<file path="src/rtl/npu_input_fifo.sv">
// Multi-lane first-word-fall-through staging FIFO for the NPU operand path.
// Valid/ready on both sides, lane-broadcast writes, synchronous flush and sticky overflow.
module npu_input_fifo #(
  parameter int DW    = 8,
  parameter int LANES = 4,
  parameter int DEPTH = 4
) (
  input  logic                       CLKEXT,
  input  logic                       CLR_BUF_IN,
  input  logic                       FLUSH,
  input  logic                       EN_BUF_IN,
  input  logic                       BCAST,
  input  logic [LANES*DW-1:0]        D,
  output logic                       WR_READY,
  output logic [LANES*DW-1:0]        Q,
  output logic                       RD_VALID,
  input  logic                       RD_READY,
  output logic [$clog2(DEPTH+1)-1:0] COUNT,
  output logic                       FULL,
  output logic                       EMPTY,
  output logic                       OVF
);

  localparam int AW = $clog2(DEPTH);
  localparam int CW = $clog2(DEPTH+1);
  localparam logic [AW-1:0] PTR_ONE  = AW'(1);
  localparam logic [CW-1:0] CNT_ONE  = CW'(1);
  localparam logic [CW-1:0] CNT_FULL = CW'(DEPTH);

  logic [LANES*DW-1:0] mem_reg [DEPTH];
  logic [AW-1:0]       wr_ptr_reg;
  logic [AW-1:0]       rd_ptr_reg;
  logic [CW-1:0]       count_reg;
  logic                ovf_reg;

  logic                full;
  logic                empty;
  logic                push;
  logic                pop;
  logic [LANES*DW-1:0] wr_data;

  // Broadcast replicates lane 0 into every lane of the stored vector.
  for (genvar gi = 0; gi < LANES; gi++) begin : g_lane
    assign wr_data[gi*DW +: DW] = BCAST ? D[DW-1:0] : D[gi*DW +: DW];
  end

  // Handshake flags come from registered occupancy only, so the two sides never couple combinationally.
  assign full  = (count_reg == CNT_FULL);
  assign empty = (count_reg == '0);
  assign push  = EN_BUF_IN & ~full;
  assign pop   = ~empty & RD_READY;

  always_ff @(posedge CLKEXT or negedge CLR_BUF_IN) begin
    if (!CLR_BUF_IN) begin
      wr_ptr_reg <= '0;
      rd_ptr_reg <= '0;
      count_reg  <= '0;
      ovf_reg    <= 1'b0;
      for (int i = 0; i < DEPTH; i++) begin
        mem_reg[i] <= '0;
      end
    end else if (FLUSH) begin
      // Storage is left alone; EMPTY gates Q to zero anyway.
      wr_ptr_reg <= '0;
      rd_ptr_reg <= '0;
      count_reg  <= '0;
      ovf_reg    <= 1'b0;
    end else begin
      if (push) begin
        mem_reg[wr_ptr_reg] <= wr_data;
        wr_ptr_reg          <= wr_ptr_reg + PTR_ONE;
      end
      if (pop) begin
        rd_ptr_reg <= rd_ptr_reg + PTR_ONE;
      end
      if (EN_BUF_IN && full) begin
        ovf_reg <= 1'b1;
      end
      case ({push, pop})
        2'b10:   count_reg <= count_reg + CNT_ONE;
        2'b01:   count_reg <= count_reg - CNT_ONE;
        default: count_reg <= count_reg;
      endcase
    end
  end

  assign Q        = empty ? '0 : mem_reg[rd_ptr_reg];
  assign WR_READY = ~full;
  assign RD_VALID = ~empty;
  assign COUNT    = count_reg;
  assign FULL     = full;
  assign EMPTY    = empty;
  assign OVF      = ovf_reg;

endmodule

</file>
<file path="config.mk">
export PLATFORM = sky130hd
export DESIGN_NAME = npu_input_fifo
export DESIGN_NICKNAME = d
export VERILOG_FILES = /design/src/rtl/npu_input_fifo.sv
export SDC_FILE = /design/constraint.sdc
export NUM_CORES = 1
export LEC_CHECK = 0
export ABC_AREA = 1
export CAP_MARGIN = 10
export CORE_ASPECT_RATIO = 0.7
export CORE_MARGIN = 2
export CORE_UTILIZATION = 40
export DETAILED_ROUTE_END_ITERATION = 8
export PLACE_DENSITY = 0.57
export SYNTH_ARGS = -nofsm -noshare
export SYNTH_HDL_FRONTEND = slang
export SYNTH_SLANG_ARGS = --single-unit
</file>
<file path="constraint.sdc">
create_clock -name CLKEXT -period 5 [get_ports CLKEXT]
set_input_delay 0.75 -clock CLKEXT [delete_from_list [all_inputs] [get_ports CLKEXT]]
set_output_delay 0.75 -clock CLKEXT [all_outputs]
set_load 0.01 [all_outputs]
</file>
# Word level (Yosys, flattened, before mapping)
# Index checks and enable logic that the tools add are counted.
dict set report totals {
  mem_count 0
  elab_cells 51
  mem_bits_rw 0
  in_bits 38
  mem_bits_ro 0
  output_inout_bits 40
  ff_bits 136
  latch_bits 0
}
dict set report classes {
  eq_ne 3
  reduce_logical 8
  n_shift 0
  n_mux 18
  mul 0
  magnitude_cmp 3
  n_addsub 4
  bitwise 7
  div 0
}
# cell count
set op_table {}
lappend op_table {{$bwmux W128} 1}
lappend op_table {{$mux W32} 4}
lappend op_table {{$bmux W32 S2} 1}
lappend op_table {{$demux W32 S2} 1}
lappend op_table {{$mux W8} 3}
lappend op_table {{$mux W2} 4}
lappend op_table {{$ge A3 B3 Y1 const B} 2}
lappend op_table {{$not A2 Y3} 2}
lappend op_table {{$pmux W3 S2} 1}
lappend op_table {{$reduce_bool A2 Y1} 3}
lappend op_table {{$add A2 B1 Y2 const B} 2}
lappend op_table {{$add A3 B1 Y3 const B} 1}
lappend op_table {{$eq A3 B3 Y1 const B} 1}
lappend op_table {{$logic_not A3 Y1} 1}
lappend op_table {{$lt A3 B1 Y1 const B} 1}
lappend op_table {{$mux W3} 1}
lappend op_table {{$not A1 Y1} 3}
lappend op_table {{$reduce_bool A3 Y1} 1}
lappend op_table {{$sub A3 B1 Y3 const B} 1}
lappend op_table {{$and A1 B1 Y1} 2}
lappend op_table {{$eq A2 B1 Y1 const B} 1}
lappend op_table {{$eq A2 B2 Y1 const B} 1}
lappend op_table {{$logic_and A1 B1 Y1} 2}
lappend op_table {{$mux W1} 2}
lappend op_table {{$reduce_and A2 Y1} 1}

# Depth between registers and ports, before layout
# Gate-level depths: netlist of run 1.
dict set report logic_depth {
  depth_word 6
  depth_mapped 13
  ltp_nobuf 12
}

# Worst setup path after synthesis of run 1
# No wires, ideal clock.
dict set report synth_path {
  kind {register to output}
  start {register count_reg[1], in the netlist COUNT[1]}
  end {output Q[0]}
  stages_incl_launch_ff 6
  path_buffers 1
  t_arrival_ps 1398
  setup_slack_ps 2852
  path_cell_list {dfrtp_1 nor2_4 nand2_1 inv_1 buf_1 a21oi_1}
}
dict set report synth_via {
  elab_chain_len 2
}
# element line_no
set synth_lines {}
lappend synth_lines {{start: declaration} 33} ;# logic [CW-1:0] count_reg;
lappend synth_lines {{start signal: assignment} 80} ;# 2'b10: count_reg <= count_reg + CNT_ONE;
lappend synth_lines {{start signal: assignment} 81} ;# 2'b01: count_reg <= count_reg - CNT_ONE;
lappend synth_lines {{start signal: assignment} 82} ;# default: count_reg <= count_reg;
lappend synth_lines {{$logic_not A3 Y1} 49} ;# assign empty = (count_reg == '0);
lappend synth_lines {{via EMPTY} 20} ;# output logic EMPTY,
lappend synth_lines {{$mux W32} 87} ;# assign Q = empty ? '0 : mem_reg[rd_ptr_reg];
lappend synth_lines {{end: declaration} 15} ;# output logic [LANES*DW-1:0] Q,
# The timed path passes the listed nets, and every way through them passes these cells.

# Worst setup path after layout of run 1
dict set report layout_path {
  start {register count_reg[0], in the netlist COUNT[0]}
  end {output Q[14]}
}
dict set report layout_via {
  elab_chain_len 2
}
# element line_no
set layout_lines {}
lappend layout_lines {{$logic_not A3 Y1} 49}
lappend layout_lines {{$mux W32} 87}
# No other way between the ends.

==> run summary, run 1 <==
The run finished with clean final reports. The transition time of the tightest slew-check pin came out at 1.13 ns. The number of warnings printed during yosys synthesis came out at 0. The starting DRC count in detailed routing came out at about 420. Entering global routing, the biggest net connects between 90 and 100 pins. The unique cell type count in the Yosys netlist came out at 30. The number of buffers added on ports came out at slightly below 80. The amount of wire on met2 after detailed routing is about 7900 um.

The final setup violation count is 0. The total of cells resized after clock tree synthesis came out at 0. The highest metal layer carrying signal wires in the routed design is met4.

The share of layout cells above drive strength 1 came out at 6.70%. In this run the clock root is driven by a sky130_fd_sc_hd__clkbuf_16. The dominant cell type by area after synthesis is sky130_fd_sc_hd__dfrtp_1. STA puts the critical path data arrival time at 2.75 ns. The routed metal-1 wire length is between 9000 and 10000 um. In the layout the commonest cells are 248 x sky130_fd_sc_hd__nand2_1, 141 x sky130_fd_sc_hd__o21ai_0, 135 x sky130_fd_sc_hd__dfrtp_1, 93 x sky130_fd_sc_hd__inv_1, 81 x sky130_fd_sc_hd__a21oi_1.

After clock tree synthesis, the clock-pin slew on the worst setup and hold paths is 0.06 ns. Yosys attributes the largest share of cell area to sky130_fd_sc_hd__dfrtp_1 51%, sky130_fd_sc_hd__nand2_1 14%, sky130_fd_sc_hd__o21ai_0 10%. The vias per cell is approximately 5.0. The number of slew-limit violations in the final report is 0.

After detailed placement, the design holds a cell count of approximately 1100. Derived from the worst setup path, the maximum achievable clock frequency is 286 MHz. During I/O placement, the number of pins put on the boundary was 78.

Leaving out filler cells and counting taps, the final layout contains between 1000 and 1500. The leakage power is just under 4 nW. The wire length of the first global-routing pass is around 30000 um. The die span in x came out at 159 um. Compared with the post-synthesis result, the final layout area differs by 21.3%.

In this run the worst hold path is classified as in2async. The class of the most critical setup path is reg2out. The number of fill cells is 1639. The full die area came out at 17900 um^2. The repair_antennas step left the layout with diodes totalling 0. The sum of negative setup slack is 0 ns. The floorplan step set the die height to 113 um. The post-placement setup slack came out at roughly 1.9 ns.

TritonCTS built the clock tree. The share of the cycle needed by the critical path after routing is between 70 and 80%. Detailed routing placed a total of 869 um of wire on met3. The total number of vias is roughly 5700. In this run, synthesis produced a sequential element count of between 100 and 150. The sink count of the clock tree came out at approximately 140. The detailed-route wire length per cell came out at 16.3 um. After layout, the worst setup slack is around 1.5 ns. The residual overflow from global routing is 0. The number of max-cap violations is 0. The final RePlAce weighted congestion came out at roughly 0.74.

The worst setup path is launched from a flip-flop. The number of clock buffers added by TritonCTS is 17. The number of antenna violations at the first check in global routing is 0. After the last flow step, the layout net total stands at between 900 and 1000. Setup repair after global routing left no endpoint under its margin.

The residual DRC count came out at 0. The register with the most flip-flops in the layout has about 130 of them. Across the routed clock network, the largest skew measured is roughly 0.0084 ns.

The worst hold slack after final layout is about 0.37 ns. In this run the power density over the cells is 617 nW/um^2. The maximum fanout encountered on the critical timing path came out at 19. The cell area that synthesis handed to floorplanning was 6730 um^2. The clock passes through at most 2 buffers. The half-perimeter wire length after placement came out at between 10000 and 15000 um. The area share of the largest cell type after synthesis came out at 50.6%. The number of setup buffers added after CTS came out at 0. The synthesized area per cell is about 7.9 um^2. The proportion of synthesized chip area in sequential cells is about 50%. The overall power of the completed layout came out at about 5.0 mW. For the worst setup path, the data required time is 4.25 ns. The time the worst path needs with I/O delays and setup is about 3.5 ns. The number of H-tree levels is 4.

VDD sags by at most between 0.2 and 0.25 mV. The net count of the mapped netlist is between 800 and 900. The count of final hold-check violations came out at 0. Buffers inserted to repair hold after CTS numbered 0. The via count of the first global-routing pass was approximately 5400.

The number of antenna-violating nets in the routed design is 0. The area of the core came out at 16400 um^2. STA classifies the critical path endpoint as an output port. The total global routing track utilization is about a fifth. The detailed-routing iteration count for the pre-antenna-repair pass is 5. Leaving out fill and tap cells, the most frequent cell in the layout is sky130_fd_sc_hd__nand2_1.

The effective utilization at floorplan is around 41%. Clock latency on the worst-skew pair, taken at its later pin, is about 0.41 ns. The total area of sequential cells came out at roughly 3400 um^2. The total wire length came out at between 15000 and 20000 um. The count of standard-cell rows came out at 39. In this run the tightest slew margin relative to its limit is about 25%.

The cell count after synthesis is approximately 850. The area of the multi-input gates is 2630 um^2.
## final timing paths
kind,slack [ns],from,cells past startpoint,to
max in group asynchronous,3.53,CLR_BUF_IN,2,mem_reg[52]
worst max register to register,2.81,COUNT[0],12,COUNT[2]
min in group CLKEXT,0.47,mem_reg[26],2,mem_reg[26]
worst min-delay path,0.37,CLR_BUF_IN,1,mem_reg[38]
worst max-delay path,1.50,COUNT[0],6,Q[14]
worst min register to register,0.47,mem_reg[26],2,mem_reg[26]
## cell families (layout without fill, tap and decap cells)
kind of cell | after synthesis | in the layout | synth area share, %
xor gates and xnor gates | 2 | 2 | 0.260
buffers and inverters | 149 | 212 | 10.4
AOI/OAI and AO/OA | 253 | 253 | 19.5
DFF | 136 | 136 | 50.6
adders and majority gates | 5 | 5 | 1.04
and+or+nand+nor | 303 | 303 | 18.2
## per-layer routing
metal	track usage [%]	vias up
met5	0	-
met1	32.9	2705
met2	31.2	143
met3	3.66	11
met4	5.52	0
li1	-	2799
## cell usage after synthesis (all sizes together)
library cell / n
nor2: 41
dfrtp: 136
nor3: 1
clkbuf: 18
nand3: 3
inv: 97
nand4: 3
o21a: 1
ha: 4
xnor2: 1
o21ai: 170
nand2: 255
buf: 34
xor2: 1
fa: 1
a21oi: 82
## worst max-delay path, cell delays in order (launching register included)
cell                              delay (ns)
sky130_fd_sc_hd__dfrtp_1                0.47
sky130_fd_sc_hd__nor2_4                 0.19
sky130_fd_sc_hd__nand2_1                0.13
sky130_fd_sc_hd__inv_1                  0.58
sky130_fd_sc_hd__buf_4                  0.37
sky130_fd_sc_hd__a21oi_1                0.09
sky130_fd_sc_hd__clkdlybuf4s50_1        0.49
## through the flow
step	instance area, um^2	utilization [%]
2_1_floorplan	6730	-
3_3_place_gp	7510	45.8
3_5_place_dp	7510	45.8
4_1_cts	8170	49.8
5_1_grt	8170	49.8
6_report	8170	49.8
## area by class of cell
class | instances | area share (%)
Timing Repair Buffer | 83 | 10.0
Tap cell | 225 | 3.45
Clock inverter | 12 | 2.74
Sequential cell | 136 | 41.7
Clock buffer | 20 | 5.35
Inverter | 97 | 4.52
Multi-Input combinational cell | 563 | 32.3
## power breakdown
| group | internal [mW] | total [mW] | switching, mW |
|---|---|---|---|
| Sequential | 1.57 | 1.78 | 0.211 |
| Clock | 0.936 | 1.42 | 0.481 |
| Combinational | 0.794 | 1.84 | 1.04 |
| Total | 3.30 | 5.04 | 1.74 |
Note: power is estimated with default switching activity, not from simulation.
==> run 2: changes to the inputs <==
Clock period 5 ns to 3.4 ns, I/O delays scaled along.
==> run 2 against run 1 <==
- cell area is 1.1% higher
- global-route usage hardly changed
- critical endpoint is now Q[20]
- utilization is 0.53 points higher
- hold slack worse by 0.31 ns
- setup slack worse by 1.0 ns
==> run summary, run 2 (synthesis results as in run 1) <==
The starting DRC count in detailed routing came out at 443 (+4.7%). The full die area is 17900 um^2 (unchanged). The final setup violation count is 0 (unchanged). On the critical path, the stage with the largest delay is an instance of sky130_fd_sc_hd__clkdlybuf4s50_1. The flip-flop count of the largest register, all copies and words added is 128 (unchanged). The switching fraction of total power came out at 34.2% (-0.28 points). The combinational fraction of design power was 36.5% (about the same). The maximum fanout encountered on the critical timing path came to 65 (+46). The total global routing track utilization is 21.4% (about the same).

The final worst setup slack came out at 0.465 ns (-1.03 ns). The number of max-cap violations is 0 (unchanged). The share of the core filled with cells is 50.3% (+0.53 points). The post-route cell area came out at 8250 um^2 (+1.1%). The tree is rooted in a sky130_fd_sc_hd__clkbuf_16.

The sink count of the clock tree came out at 136 (unchanged). By startpoint and endpoint, the worst setup path is classified as reg2out. The clock input transition at the sequential cells of the worst setup and hold paths is 0.06 ns (about the same). The share of the cycle needed by the critical path after routing came out at between 80% and 90%. The detailed-routing iteration count for the pre-antenna-repair pass is 5 (unchanged). The worst ir drop on vdd is 0.368 mV (+71%). The overall power of the completed layout is 7.52 mW (+49%).

The post-placement setup slack came out at 0.919 ns (-1.01 ns). The detailed-route wire length per cell is 16.1 um (-1.2%). The clock tree from TritonCTS is done. The count of standard-cell rows came out at 39 (unchanged). The sort of element at the start of the critical path is a flip-flop. The buffer depth of the longest clock path came out at 2 (unchanged). Traced cell by cell, the critical path runs through buf_4 -> o21ai_0 -> a21oi_1 -> clkdlybuf4s50_1. The critical path data required time is 2.89 ns (-1.36 ns). The post-placement cell area was 7570 um^2 (+0.87%). The pin count of the biggest net entering global routing is 66 (-29%). The top-level port count is 78 (unchanged). The share of total power in sequential cells was 34.7% (-0.7 points). The internal power is 4.95 mW (+50%). The number of H-tree levels was 4 (unchanged). The vias per cell came to 4.94 (-0.91%). The number of antenna-violating nets in the routed design came out at 0 (unchanged). The sum of negative setup slack is 0 ns (unchanged). After layout, the minimum clock period comes to between 2 and 3 ns. Setup repair after global routing left no endpoint under its margin. The switching power total came out at 2.57 mW (+48%).

The normalized max-slew margin is 51.2% (+27 points). The count of placed standard cells in the final layout, fillers left out is 1142 (+0.53%). Timing would allow up to 341 MHz. The number of setup buffers added after CTS came to 0 (unchanged). The number of antenna violations at the first check in global routing came out at 0 (unchanged).

The via count of the first global-routing pass came out at 5329 (-1.6%). The total of cells resized after clock tree synthesis was 0 (unchanged). The number of buffers created by CTS was 17 (unchanged). The die span in x is 159 um (unchanged). The leakage power is 3.97 nW (+1.2%).

The wire length of the first global-routing pass came out at 29800 um (-0.12%). The effective utilization at floorplan came out at 41.0% (unchanged). The worst hold slack after final layout is 0.0617 ns (-0.310 ns). The power density relative to cell area is 911 nW/um^2 (+48%). The area of the core was 16400 um^2 (unchanged). The worst hold path belongs to the class in2async. The number of buffers added on ports is 77 (unchanged). The number of slew-limit violations in the final report is 0 (unchanged). The residual DRC count came to 0 (unchanged).

The share of layout cells above drive strength 1 came out at 7.42% (+0.72 points). The part of the total power dissipated in the clock network is 28.8% (+0.7 points). The critical path's largest stage delay came out at 0.57 ns (about the same). The library cell used most frequently in the layout, excluding fill and tap cells, is sky130_fd_sc_hd__nand2_1. The placed cell count came to 1111 (+0.63%). The hold-fix buffer count after cts is 0 (unchanged).

The worst-skew pair later-pin latency is 0.42 ns (about the same). The transition time of the tightest slew-check pin was 0.724 ns (-0.404 ns). The worst setup path is captured at an output port. The number of diodes is 0 (unchanged).

The library cells used most frequently in the layout, excluding fill and tap cells, are 248 x sky130_fd_sc_hd__nand2_1, 141 x sky130_fd_sc_hd__o21ai_0, 135 x sky130_fd_sc_hd__dfrtp_1, 93 x sky130_fd_sc_hd__inv_1, 81 x sky130_fd_sc_hd__a21oi_1. The total number of vias is 5636 (-0.39%). The worst endpoint data arrival time came out at 2.43 ns (-0.32 ns). The final net count is 948 (+0.74%). The final RePlAce weighted congestion is 0.759 (+3.0%).

The area overhead of the layout relative to synthesis is 22.6%. The total wire length came out at 18400 um (-0.70%). The count of final hold-check violations is 0 (unchanged). The worst clock skew is 0.00657 ns (-0.00181 ns). The half-perimeter wire length after placement came out at 11600 um (+3.8%). The residual overflow from global routing came out at 0 (unchanged). The die span in y is 113 um (unchanged). The run finished with clean final reports.
run 2: final cells by class:
class	instances	area [um^2]
multi-input cells	563	2630
flip-flops and latches	136	3400
well taps	225	282
clock buffers	19	433
fillers	1635	8140
repair buffers	90	882
inverters	97	369
clock inverters	12	249
run 2: worst max-delay path: cells and delay by family, from the launching register on:
kind	cells	cell delay, ns
buf+inv	2	1.12
compound gates	2	0.51
flops	1	0.36
run 2: final timing paths:
kind                                from      endpoint  slack (ns)  cells past startpoint
setup / recovery           rd_ptr_reg[0]         Q[20]        0.46                      4
max in group asynchronous     CLR_BUF_IN  mem_reg[119]        2.54                      2
setup reg to reg                COUNT[0]      COUNT[2]        1.20                     12
hold / removal                CLR_BUF_IN   mem_reg[66]        0.06                      1
hold reg to reg             mem_reg[126]  mem_reg[126]        0.47                      2
min in group CLKEXT         mem_reg[126]  mem_reg[126]        0.47                      2
run 2: power groups by stage:
stage	combinational, mW	sequential [mW]	clock (mW)
2_1_floorplan	1.67	2.56	0
3_3_place_gp	2.74	2.62	0
3_5_place_dp	2.75	2.64	0
4_1_cts	2.77	2.61	2.18
5_1_grt	3.07	2.70	2.26
6_report	2.75	2.61	2.16
run 2: metal layers:
layer  track usage (%)  share of wire [%]
met2              31.8                 43
met4              4.73               0.84
met3              4.32                5.5
met1              32.2                 50
met5                 0                  0
==> run 3: changes to the inputs <==
Settings changed: REMOVE_ABC_BUFFERS set to 1.
Clock period 3.4 ns to 3.26 ns, I/O delays scaled along.
==> run 3 against run 2 <==
- first-iteration DRC count is 4.3% lower
- critical path depth grew 2
- sequential share of layout area is 0.18 points higher
- largest cell class unchanged
- clock skew up 0.0034 ns
- routed wire length shrank 1.5%
- power grew 1.4%
- global-route usage down 0.53 points
==> run summary, run 3 (synthesis results as in run 1) <==
The classification of the worst-slack hold path is in2async. The placed cell count came out at 1114 (+0.27%). The number of slew-limit violations in the final report is 0 (unchanged). The number of antenna violations at the first check in global routing came out at 0 (unchanged).

The transition time of the tightest slew-check pin is 0.704 ns (-0.0198 ns). The flip-flop count of the largest register, all copies and words added came out at 128 (unchanged). The final RePlAce weighted congestion came out at 0.772 (+1.7%). The post-placement setup slack is 0.750 ns (-0.169 ns). The top-level port count is 78 (unchanged).

The total global routing track utilization was 20.9% (-0.53 points). The share of the core filled with cells came out at 50.1% (-0.22 points). The worst register-to-register path begins at COUNT[1].

The normalized max-slew margin is 53.1% (+1.8 points). The final net count is 951 (+0.32%). The wire length of the first global-routing pass came out at 29500 um (-0.95%). The leakage power is 3.96 nW (-0.42%). The residual overflow from global routing came out at 0 (unchanged). The share of layout cells above drive strength 1 came out at 8.03% (+0.62 points). TritonCTS built the clock tree. The post-route cell area is 8220 um^2 (-0.44%). The via count of the first global-routing pass came to 5403 (+1.4%).

The total number of vias is 5734 (+1.7%). The pin count of the biggest net entering global routing is 68 (+3.0%). The vias per cell came to 5.00 (+1.4%). The critical path data required time was 2.77 ns (-0.12 ns). The effective utilization at floorplan came out at 41.0% (unchanged). Of the available clock period, the critical path in the final layout requires a little over 90%. The number of fill cells is 1614 (-1.3%). The power density relative to cell area came out at 928 nW/um^2 (+1.9%). The depth of the most critical reg-to-reg path came to 12 (unchanged).

The number of setup buffers added after CTS came out at 0 (unchanged). The worst setup path is captured at an output port. The number of buffers created by CTS came out at 17 (unchanged). The class of the most critical setup path is reg2out. The number of buffers added on ports is 77 (unchanged). The root buffer cell is sky130_fd_sc_hd__clkbuf_16. The die span in y is 113 um (unchanged). The time the worst path needs with I/O delays and setup came out at 2.96 ns. Compared with the post-synthesis result, the final layout area differs by 22.1%. The worst-skew pair later-pin latency came to 0.41 ns (about the same). The half-perimeter wire length after placement is 11000 um (-5.7%). The most common cell after layout, fill and taps aside is sky130_fd_sc_hd__nand2_1. The total wire length was 18100 um (-1.5%).

The detailed-routing iteration count for the pre-antenna-repair pass came out at 5 (unchanged). The worst clock skew was 0.00993 ns (+0.00337 ns). The detailed-route wire length per cell came out at 15.8 um (-1.9%). The buffer depth of the longest clock path is 2 (unchanged). The count of standard-cell rows is 39 (unchanged). The maximum fanout encountered on the critical timing path is 23 (-65%). The number of antenna-violating nets in the routed design was 0 (unchanged). The sort of element at the start of the critical path is a flip-flop. Setup repair after global routing left no endpoint under its margin.

The full die area came to 17900 um^2 (unchanged). The count of placed standard cells in the final layout, fillers left out is 1146 (+0.35%). The sum of negative setup slack came to 0 ns (unchanged). The hold-fix buffer count after cts is 0 (unchanged). In the layout the commonest cells are 248 x sky130_fd_sc_hd__nand2_1, 141 x sky130_fd_sc_hd__o21ai_0, 135 x sky130_fd_sc_hd__dfrtp_1, 93 x sky130_fd_sc_hd__inv_1, 81 x sky130_fd_sc_hd__a21oi_1.

The die span in x came out at 159 um (unchanged). In this run the worst setup path begins at COUNT[2]. The residual DRC count is 0 (unchanged). The worst endpoint data arrival time came to 2.47 ns (+0.04 ns).

The number of max-cap violations is 0 (unchanged). Derived from the worst setup path, the maximum achievable clock frequency is about 340 MHz. The worst ir drop on vdd was 0.382 mV (+3.6%). The sink count of the clock tree is 136 (unchanged).

The final setup violation count is 0 (unchanged). The total of cells resized after clock tree synthesis came out at 0 (unchanged). The area of the core is 16400 um^2 (unchanged). The run finished with clean final reports. The number of H-tree levels is 4 (unchanged). The post-placement cell area is 7610 um^2 (+0.46%). The final worst setup slack is 0.299 ns (-0.166 ns). The count of final hold-check violations is 0 (unchanged). The clock input transition at the sequential cells of the worst setup and hold paths came out at 0.06 ns (about the same).

The starting DRC count in detailed routing was 424 (-4.3%). The number of diodes is 0 (unchanged).
[run 3: changes by cell type in the layout (fill, tap and decap cells not counted), moves of 2 or more]
cell,previous run,this run
sky130_fd_sc_hd__buf_4,12,14
sky130_fd_sc_hd__inv_6,0,3
sky130_fd_sc_hd__clkbuf_1,2,0
sky130_fd_sc_hd__clkinv_2,1,3
sky130_fd_sc_hd__bufinv_16,7,3
sky130_fd_sc_hd__clkinvlp_4,1,3
[run 3: report_power, final]
group          leakage (nW)  internal, mW  switching [mW]
registers              1.72          2.41           0.337
clock network         0.293          1.23           0.774
logic                  1.95          1.27            1.61
total                  3.96          4.90            2.72
[run 3: worst paths after layout]
kind,endpoint,slack (ns)
min reg2reg,mem_reg[107],0.47
max,Q[30],0.30
min in group CLKEXT,mem_reg[107],0.47
max in group asynchronous,mem_reg[56],2.40
min,mem_reg[69],0.08
max reg2reg,COUNT[2],1.08
[run 3: area by class of cell]
class | count | area [um^2] | area share [%]
clock inverters | 14 | 171 | 2.09
flip-flops and latches | 136 | 3400 | 41.4
inverters | 97 | 369 | 4.49
multi-input cells | 563 | 2630 | 32.1
repair buffers | 93 | 917 | 11.2
well taps | 225 | 282 | 3.43
clock buffers | 18 | 439 | 5.34
[run 3: routing by layer]
metal	track usage, %	vias up	share of wire (%)	wire, um
met5	0	-	0	0
met4	5.70	0	1.0	189
met3	3.99	18	6.3	1130
met2	31.4	186	42	7620
met1	30.8	2715	51	9140
li1	-	2815	-	-
[run 3: worst max-delay path: stages, from the launching register on]
cell and delay, ns:
sky130_fd_sc_hd__dfrtp_1 0.56, sky130_fd_sc_hd__inv_1 0.07, sky130_fd_sc_hd__nand2_1 0.11, sky130_fd_sc_hd__inv_1 0.24
sky130_fd_sc_hd__buf_12 0.26, sky130_fd_sc_hd__a21oi_1 0.21, sky130_fd_sc_hd__clkdlybuf4s50_1 0.59
[run 3: through the flow]
| step | power (mW) | hold slack [ns] |
|---|---|---|
| 2_1_floorplan | 4.30 | 0.193 |
| 3_3_place_gp | 5.62 | 0.457 |
| 3_5_place_dp | 5.64 | 0.460 |
| 4_1_cts | 7.68 | 0.105 |
| 5_1_grt | 8.16 | 0.133 |
| 6_report | 7.63 | 0.0756 |
